--- src/rtl/fnd_scan_driver_if.sv ---
// FND scan driver bus: time selector values in, common-anode FND pins out.
interface fnd_scan_driver_if;
    logic [6:0] digit_h;
    logic [6:0] digit_l;
    logic       dot;
    logic [3:0] fnd_com;
    logic [7:0] fnd_font;

    modport master (
        output digit_h, digit_l, dot,
        input  fnd_com, fnd_font
    );

    modport slave (
        input  digit_h, digit_l, dot,
        output fnd_com, fnd_font
    );
endinterface

--- src/rtl/fnd_scan_driver.sv ---
// 4-digit multiplexed FND driver for two 0..99 values plus a decimal point.
// Optional FND_LEADING_ZERO_BLANK_EN blanks a zero tens digit of the h pair.
module fnd_scan_driver #(
    parameter int CLK_HZ  = 100_000_000,
    parameter int SCAN_HZ = 1_000
) (
    input  logic                clk,
    input  logic                reset,
    fnd_scan_driver_if.slave    bus
);
    localparam int DIV = CLK_HZ / SCAN_HZ;
    localparam int CW  = (DIV > 2) ? $clog2(DIV) : 1;

    logic [CW-1:0] psc_q, psc_d;
    logic [1:0]    idx_q, idx_d;
    logic [6:0]    h_q, h_d, l_q, l_d;
    logic          dot_q, dot_d;
    logic [3:0]    com_q, com_d;
    logic [7:0]    font_q, font_d;

    logic          tick, cap;
    logic [6:0]    h_src, l_src;
    logic          dot_src;
    logic [3:0]    h_t, h_o, l_t, l_o, num;

    function automatic logic [6:0] clamp99(input logic [6:0] v);
        clamp99 = (v >= 7'd100) ? 7'd99 : v;
    endfunction

    function automatic logic [3:0] tens_of(input logic [6:0] v);
        tens_of = 4'd0;
        for (int k = 1; k < 10; k++)
            if (v >= 7'(10 * k))
                tens_of = 4'(k);
    endfunction

    function automatic logic [3:0] ones_of(input logic [6:0] v, input logic [3:0] t);
        ones_of = 4'(v - 7'(t) * 7'd10);
    endfunction

    function automatic logic [6:0] seg7(input logic [3:0] d);
        unique case (d)
            4'd0:    seg7 = 7'h40;
            4'd1:    seg7 = 7'h79;
            4'd2:    seg7 = 7'h24;
            4'd3:    seg7 = 7'h30;
            4'd4:    seg7 = 7'h19;
            4'd5:    seg7 = 7'h12;
            4'd6:    seg7 = 7'h02;
            4'd7:    seg7 = 7'h78;
            4'd8:    seg7 = 7'h00;
            4'd9:    seg7 = 7'h10;
            default: seg7 = 7'h7F;
        endcase
    endfunction

    always_comb begin
        tick  = (psc_q == CW'(DIV - 1));
        psc_d = tick ? '0 : psc_q + 1'b1;
        idx_d = tick ? idx_q + 2'd1 : idx_q;
        cap   = tick && (idx_d == 2'd0);

        // Digit 0 renders from the values captured on the same edge.
        h_src   = cap ? bus.digit_h : h_q;
        l_src   = cap ? bus.digit_l : l_q;
        dot_src = cap ? bus.dot     : dot_q;
        h_d     = h_src;
        l_d     = l_src;
        dot_d   = dot_src;

        h_t = tens_of(clamp99(h_src));
        h_o = ones_of(clamp99(h_src), h_t);
        l_t = tens_of(clamp99(l_src));
        l_o = ones_of(clamp99(l_src), l_t);

        unique case (idx_d)
            2'd0:    num = l_o;
            2'd1:    num = l_t;
            2'd2:    num = h_o;
            default: num = h_t;
        endcase

        com_d  = ~(4'b0001 << idx_d);
        font_d = {~((idx_d == 2'd2) && dot_src), seg7(num)};
`ifdef FND_LEADING_ZERO_BLANK_EN
        if ((idx_d == 2'd3) && (h_t == 4'd0))
            font_d = 8'hFF;
`endif
    end

    always_ff @(posedge clk) begin
        if (reset) begin
            psc_q  <= '0;
            idx_q  <= 2'd3;
            h_q    <= '0;
            l_q    <= '0;
            dot_q  <= 1'b0;
            com_q  <= 4'b1111;
            font_q <= 8'hFF;
        end else begin
            psc_q <= psc_d;
            idx_q <= idx_d;
            h_q   <= h_d;
            l_q   <= l_d;
            dot_q <= dot_d;
            if (tick) begin
                com_q  <= com_d;
                font_q <= font_d;
            end
        end
    end

    assign bus.fnd_com  = com_q;
    assign bus.fnd_font = font_q;
endmodule
--- src/flat_wrapper.sv ---
// flat-port wrapper written by rule: the top's interface ports become plain ports
module fnd_scan_driver_flat 
#(
    parameter int CLK_HZ  = 100_000_000,
    parameter int SCAN_HZ = 1_000
)
  (clk, reset, bus_digit_h, bus_digit_l, bus_dot, bus_fnd_com, bus_fnd_font);
  fnd_scan_driver_if bus_i ();
  input  logic clk;
  input  logic reset;
  input wire logic [$bits(bus_i.digit_h)-1:0] bus_digit_h;
  input wire logic [$bits(bus_i.digit_l)-1:0] bus_digit_l;
  input wire logic [$bits(bus_i.dot)-1:0] bus_dot;
  output wire logic [$bits(bus_i.fnd_com)-1:0] bus_fnd_com;
  output wire logic [$bits(bus_i.fnd_font)-1:0] bus_fnd_font;
  assign bus_i.digit_h = bus_digit_h;
  assign bus_i.digit_l = bus_digit_l;
  assign bus_i.dot = bus_dot;
  assign bus_fnd_com = bus_i.fnd_com;
  assign bus_fnd_font = bus_i.fnd_font;
  fnd_scan_driver #(.CLK_HZ(CLK_HZ), .SCAN_HZ(SCAN_HZ)) u_core (.clk(clk), .reset(reset), .bus(bus_i));
endmodule
--- config.mk ---
export PLATFORM = sky130hd
export DESIGN_NAME = fnd_scan_driver_flat
export DESIGN_NICKNAME = d
export VERILOG_FILES = /design/src/rtl/fnd_scan_driver_if.sv /design/src/rtl/fnd_scan_driver.sv /design/src/flat_wrapper.sv
export SDC_FILE = /design/constraint.sdc
export NUM_CORES = 1
export LEC_CHECK = 0
export ABC_AREA = 1
export CELL_PAD_IN_SITES_DETAIL_PLACEMENT = 1
export CELL_PAD_IN_SITES_GLOBAL_PLACEMENT = 1
export CORE_MARGIN = 8
export CORE_UTILIZATION = 41
export DETAILED_ROUTE_END_ITERATION = 8
export PLACE_DENSITY = 0.81
export SETUP_SLACK_MARGIN = 0.15
export SLEW_MARGIN = 20
export SYNTH_ARGS = -nofsm -noshare
export SYNTH_HDL_FRONTEND = slang
export SYNTH_SLANG_ARGS = --single-unit
export TNS_END_PERCENT = 100
--- constraint.sdc ---
create_clock -name clk -period 4.01 [get_ports clk]
set_input_delay 0.6015 -clock clk [delete_from_list [all_inputs] [get_ports clk]]
set_output_delay 0.6015 -clock clk [all_outputs]
set_load 0.05 [all_outputs]
# Yosys cells after proc, flatten, opt, wreduce, memory -nomap -nowiden
# Memory sizes are Yosys's and may differ from the RTL's. A register that Yosys moved wholly into a read port is not among the register bits.
# Cells that the tools add are included.
# word_totals
inputBits,17
romBits,112
register_bits,46
memories,1
word_cells,69
out_inout_bits,12
# op_classes
shift,1
addsub,4
mul,2
n_reduce_logical,4
n_eq_ne,3
n_mux,25
n_lt_le_gt_ge,20
bitwise,2
# mem_list
name,depth,width,read_ports,rd_clocked_by_memory_dff,write_ports,line,rtl
(no name shown),16,7,1,1,0,fnd_scan_driver.sv:42,unique case (d)
# op_table
operator,count
">= comparator 7 bit, second input constant",8
">= comparator 7 x 6 -> 1 bit, second input constant",6
">= comparator 7 x 5 -> 1 bit, second input constant",4
2-to-1 mux 7 bit,4
2-to-1 mux 3 bit,8
"adder 17 x 1 -> 17 bit, second input constant",1
"== test 17 bit, second input constant",1
2-to-1 mux 4 bit,4
">= comparator 7 x 4 -> 1 bit, second input constant",2
case mux 4 bit (3 select lines),1
2-to-1 mux 2 bit,5
"multiplier 4 x 3 -> 3 bit, second input constant",2
subtractor 4 bit,2
inverter 4 bit,1
"<< shifter 1 x 2 -> 4 bit, first input constant",1
2-to-1 mux 1 bit,3
"adder 2 x 1 -> 2 bit, second input constant",1
"== test 2 x 1 -> 1 bit, second input constant",1
"== test 2 bit, second input constant",1
logical AND 1 bit,2
logical NOT 2 bit,1
OR reduction 2 bit,1
inverter 1 bit,1

# Longest topological paths before layout
# logic_depth
ltp_word,20
mapped_depth,35

# Worst setup path after synthesis
# OpenSTA, ideal clock, no wires.
# synth_path
path_type,flip-flop to flip-flop
start,reg u_core.psc_q[0]
end,"reg u_core.font_q[0], in the netlist u_core.bus.fnd_font[0]"
t_arrival_ns,3.508
path_stages_with_launch,36
setup_slack_ns,0.387
period_less_slack_ns,3.623
setup_ns,0.114
cell_sequence,dfxtp_1 ha_1 nand3_2 inv_2 nand2_2 nor2_8 nand3_4 nand2_1 nand2_4 nor2_8 nor2_2 nand2_2 nand2_2 nor2_1 nand2_1 nand2_1 nand2_1 nand2_1 nand2_1 nand2_1 nand2_2 nand2_2 ha_1 inv_1 fa_1 xnor2_1 xor2_1 inv_1 nand3_1 nand2_1 nand2_1 nand3_2 nand3_2 nand2_2 nor2_1 nor2_1
# synth_between
elab_chain_len,20
word_cells_on_any_way,53
classes_between,2 x add/sub; 2 x mul; 20 x order compare; 3 x eq/ne; 24 x mux; 2 x reduce/logical
# synth_lines
item,line,rtl
from (decl),fnd_scan_driver.sv:14,"logic [CW-1:0] psc_q, psc_d;"
from (signal assigned),fnd_scan_driver.sv:101,psc_q <= psc_d;
== test 17 bit (*),fnd_scan_driver.sv:58,tick = (psc_q == CW'(DIV - 1));
2-to-1 mux 2 bit,fnd_scan_driver.sv:60,idx_d = tick ? idx_q + 2'd1 : idx_q;
logical NOT 2 bit,"fnd_scan_driver.sv:61, fnd_scan_driver.sv:76",
logical AND 1 bit,fnd_scan_driver.sv:61,cap = tick && (idx_d == 2'd0);
2-to-1 mux 7 bit (on tied branches),"fnd_scan_driver.sv:64, fnd_scan_driver.sv:65",
>= comparator 7 bit,fnd_scan_driver.sv:27,clamp99 = (v >= 7'd100) ? 7'd99 : v;
2-to-1 mux 7 bit,fnd_scan_driver.sv:27,
>= comparator 7 x 4 -> 1 bit,fnd_scan_driver.sv:33,if (v >= 7'(10 * k))
2-to-1 mux 1 bit,fnd_scan_driver.sv:33,
2-to-1 mux 2 bit (2 in a row),fnd_scan_driver.sv:33,
2-to-1 mux 3 bit (4 in a row),fnd_scan_driver.sv:33,
2-to-1 mux 4 bit (2 in a row),fnd_scan_driver.sv:33,
multiplier 4 x 3 -> 3 bit,fnd_scan_driver.sv:38,ones_of = 4'(v - 7'(t) * 7'd10);
subtractor 4 bit,fnd_scan_driver.sv:38,
case mux 4 bit (3 select lines),fnd_scan_driver.sv:76,unique case (idx_d)
to (decl),fnd_scan_driver.sv:19,"logic [7:0] font_q, font_d;"
# Every way passes the cells marked *; elsewhere a longest branch is shown, timed or not.
# A chain may end at the register's enable or synchronous reset.

# Worst setup path in the final report
# layout_path
start,reg u_core.psc_q[5]
end,"reg u_core.font_q[6], in the netlist u_core.bus.fnd_font[6]"
# Same word-level chain as after synthesis.

==> results.json <==
{
  "finalClockSkew_ps": 12.15,
  "p_seq_share_pct": 53.6,
  "post-route-min-period_ps": 4506,
  "area_growth_pct": 42.93,
  "p_sw_uw": 195.7,
  "synth_edf_count": 0,
  "rsz0062_at_grt": "true",
  "synth-seq-cells": 46,
  "cts_max_path_buffers": 2,
  "cts_hold_buf": 0,
  "synth_fp_nets": 493,
  "nets": 591,
  "drc": 0,
  "portBuffers": 28,
  "ys_types": 35,
  "die_h_um": 102.2,
  "first_pass_iters": 4,
  "yosys_warnings": 0,
  "cts_sinks": 46,
  "num_rows": 31,
  "worst_slack_ps": -495.6,
  "syn_inst": 466,
  "slew_viol_final": 0,
  "hold_viol": 0,
  "yosys-top-cells-count": "nand2_1 (111), nor2_1 (76), inv_1 (62)",
  "crit_arrival_ps": 4740,
  "routed_wl_mm": 13.10,
  "vias": 3567,
  "cts_tree": "done",
  "h-tree-depth": 2,
  "sw_frac_of_total_pct": 22.68,
  "power_leakage_nw": 2.166,
  "slowest_stage": "fa_2",
  "ys.flop_type": "dfxtp_1",
  "drt_iter0_markers": 142,
  "outcome": "finished with violations",
  "intPower_uw": 667.0,
  "critPathCaptureType": "flop",
  "peakVddDrop_mv": 0.1506,
  "synth_area_leaders": "dfxtp_1 (30%), nand2_1 (14%), nor2_1 (9.4%), inv_1 (7.6%), nand2_2 (4.3%)",
  "dieArea_sq_mm": 0.01043,
  "place.detailed.hpwl_mm": 7.226,
  "initial_core_util_pct": 42.18,
  "worstMarginPinSlew_ps": 866.7,
  "grt_max_degree": 25,
  "violations": "negative setup slack",
  "critPathRequiredTime_ps": 4240,
  "fin_crit_sh_pct": 112.4,
  "coreArea_sq_mm": 0.007214,
  "num_antenna_cells": 0,
  "drtAntennaViolNets": 0,
  "synth_most_common_cell": "nand2_1",
  "clk_latency_ps": 310,
  "ys_seq_area_share_pct": 30.26,
  "fin_util_pct": 60.28,
  "critPathMaxStageDelay_ps": 370,
  "grt_pass1_vias": 3753,
  "clock.fmax_mhz": 221.9,
  "avgViaCountPerCell": 5.372,
  "yosysTopAreaCell": "dfxtp_1",
  "cp_common_cell": "nand2_1",
  "p_per_area_mw_per_mm2": 198.4,
  "worstPathMaxFanout": 5,
  "netlist.area_leader.share_pct": 30.26,
  "syn_area_sq_mm": 0.003043,
  "antenna_found_initial": 0,
  "stdcell_area_sq_mm": 0.004349,
  "dp_worst_setup_slack_ps": -181.9,
  "wl_per_cell_um": 19.73,
  "clk_pin_slew_worst_paths_ps": 100,
  "crit_type": "flop to flop",
  "finalPower_uw": 862.7,
  "cts_root_buffer": "clkbuf_8",
  "comb_power_share_pct": 4.6,
  "synth-async-reset-ratio_pct": 0,
  "setup_viol": 7,
  "grt_use_total_pct": 22.29,
  "hp-class": "flop to flop",
  "drv_cap": 0,
  "die_w_um": 102.2,
  "placed_area_sq_mm": 0.003707,
  "layout-drive-gt1-share_pct": 31.33,
  "critPathLaunchType": "flop",
  "slew_headroom_pct": 42.08,
  "gp_congestion": 0.8804,
  "numCtsBuffers": 5,
  "overflow": 0,
  "io_pins": 29,
  "syn_avg_cell_area_sq_um": 6.530,
  "pwr-share-clk_pct": 41.8,
  "grt_pass1_wl_mm": 18.12
}
## power groups by stage
stage                     sequential [mW]  combinational [mW]  clock [mW]
final                               0.462              0.0394       0.361
after floorplan                     0.471              0.0132           0
after global placement              0.471              0.0343           0
after global routing                0.463              0.0426       0.372
after detailed placement            0.471              0.0359           0
after CTS                           0.462              0.0379       0.355
## cell type report
class	instances	area, sq um
fillers	966	2865
multi-input cells	337	2098
flip-flops and latches	46	928.4
repair buffers	96	790.8
inverters	78	301.5
well taps	99	123.9
clock buffers	7	76.32
clock inverters	1	30.03
## layout by cell type (no fill, tap or decap), types with 2 or more instances in the layout
| cell | n |
|---|---|
| o21a_1 | 3 |
| clkbuf_8 | 5 |
| dfxtp_1 | 42 |
| ha_4 | 2 |
| fa_2 | 2 |
| o21ai_1 | 3 |
| buf_4 | 68 |
| nor2_4 | 7 |
| dfxtp_2 | 3 |
| nand2_4 | 13 |
| nand4_1 | 16 |
| a21oi_1 | 18 |
| xor2_1 | 9 |
| o21ai_2 | 2 |
| inv_2 | 16 |
| clkdlybuf4s50_1 | 28 |
| clkbuf_1 | 2 |
| nand4_4 | 2 |
| nor2_1 | 67 |
| inv_4 | 2 |
| nand2_2 | 21 |
| a21oi_2 | 5 |
| nand3_1 | 16 |
| nand3_2 | 4 |
| nor2_2 | 7 |
| nand2_1 | 99 |
| nor3_1 | 4 |
| o21ai_0 | 7 |
| inv_1 | 59 |
| nand3_4 | 4 |
| o211ai_1 | 3 |
| ha_1 | 6 |
| nor2_8 | 3 |
## metrics by stage
step	setup TNS (ps)	hold slack, ps	std cells
3_5_place_dp	-1082	467.0	625
3_3_place_gp	-11.53	457.6	625
4_1_cts	0	487.9	657
2_1_floorplan	0	417.5	466
6_report	-3155	487.8	664
5_1_grt	-4540	520.9	664
## sequential cells by signal (all words and copies together) (netlist names)
signal and count:
u_core.bus.fnd_font 8, u_core.idx_q 2, u_core.psc_q 17, u_core.dot_q 1, u_core.h_q 7, u_core.bus.fnd_com 4
u_core.l_q 7
## worst max-delay path: cells and delay by family (launching register included)
kind	cells	cell delay (ps)
AO/OA/AOI/OAI	1	210
XOR/XNOR	2	450
adder cells (fa/ha/maj)	2	510
buffers and inverters	5	600
flip-flops	1	350
AND/OR/NAND/NOR	23	2290
## cells by family after synthesis
logic type,Yosys count,share of synthesized area (%)
compound gates,45,8.964
xor+xnor,12,3.454
fa+ha+maj,10,4.605
buf+inv,84,10.44
flops,46,30.26
mux,1,0.3290
simple gates,268,41.94
## metal layers
metal  share of wire, %  wire length, um  vias to the layer above  track usage, %
met1                 39             5154                     1747           23.10
li1                   -                -                     1651               -
met2                 52             6796                      113           43.13
met4                5.0              655                        0           9.255
met3                3.8              497                       56           3.338
met5                  0                0                        -               0
## repair_timing
item,in CTS,in global routing
endpoints found under the hold margin,0,0
gates cloned,1,0
pin swaps,21,15
gates resized for setup,37,35
buffers inserted,23,7
endpoints found under the setup margin,7,7
## final timing paths
path	end	cells past startpoint	slack [ps]	from
worst max register to register	u_core.bus.fnd_font[6]	33	-500	u_core.psc_q[5]
worst min register to register	u_core.dot_q	2	490	u_core.dot_q
worst max-delay path	u_core.bus.fnd_font[6]	33	-500	u_core.psc_q[5]
worst min-delay path	u_core.dot_q	2	490	u_core.dot_q
Note: power is estimated with default switching activity, not from simulation.
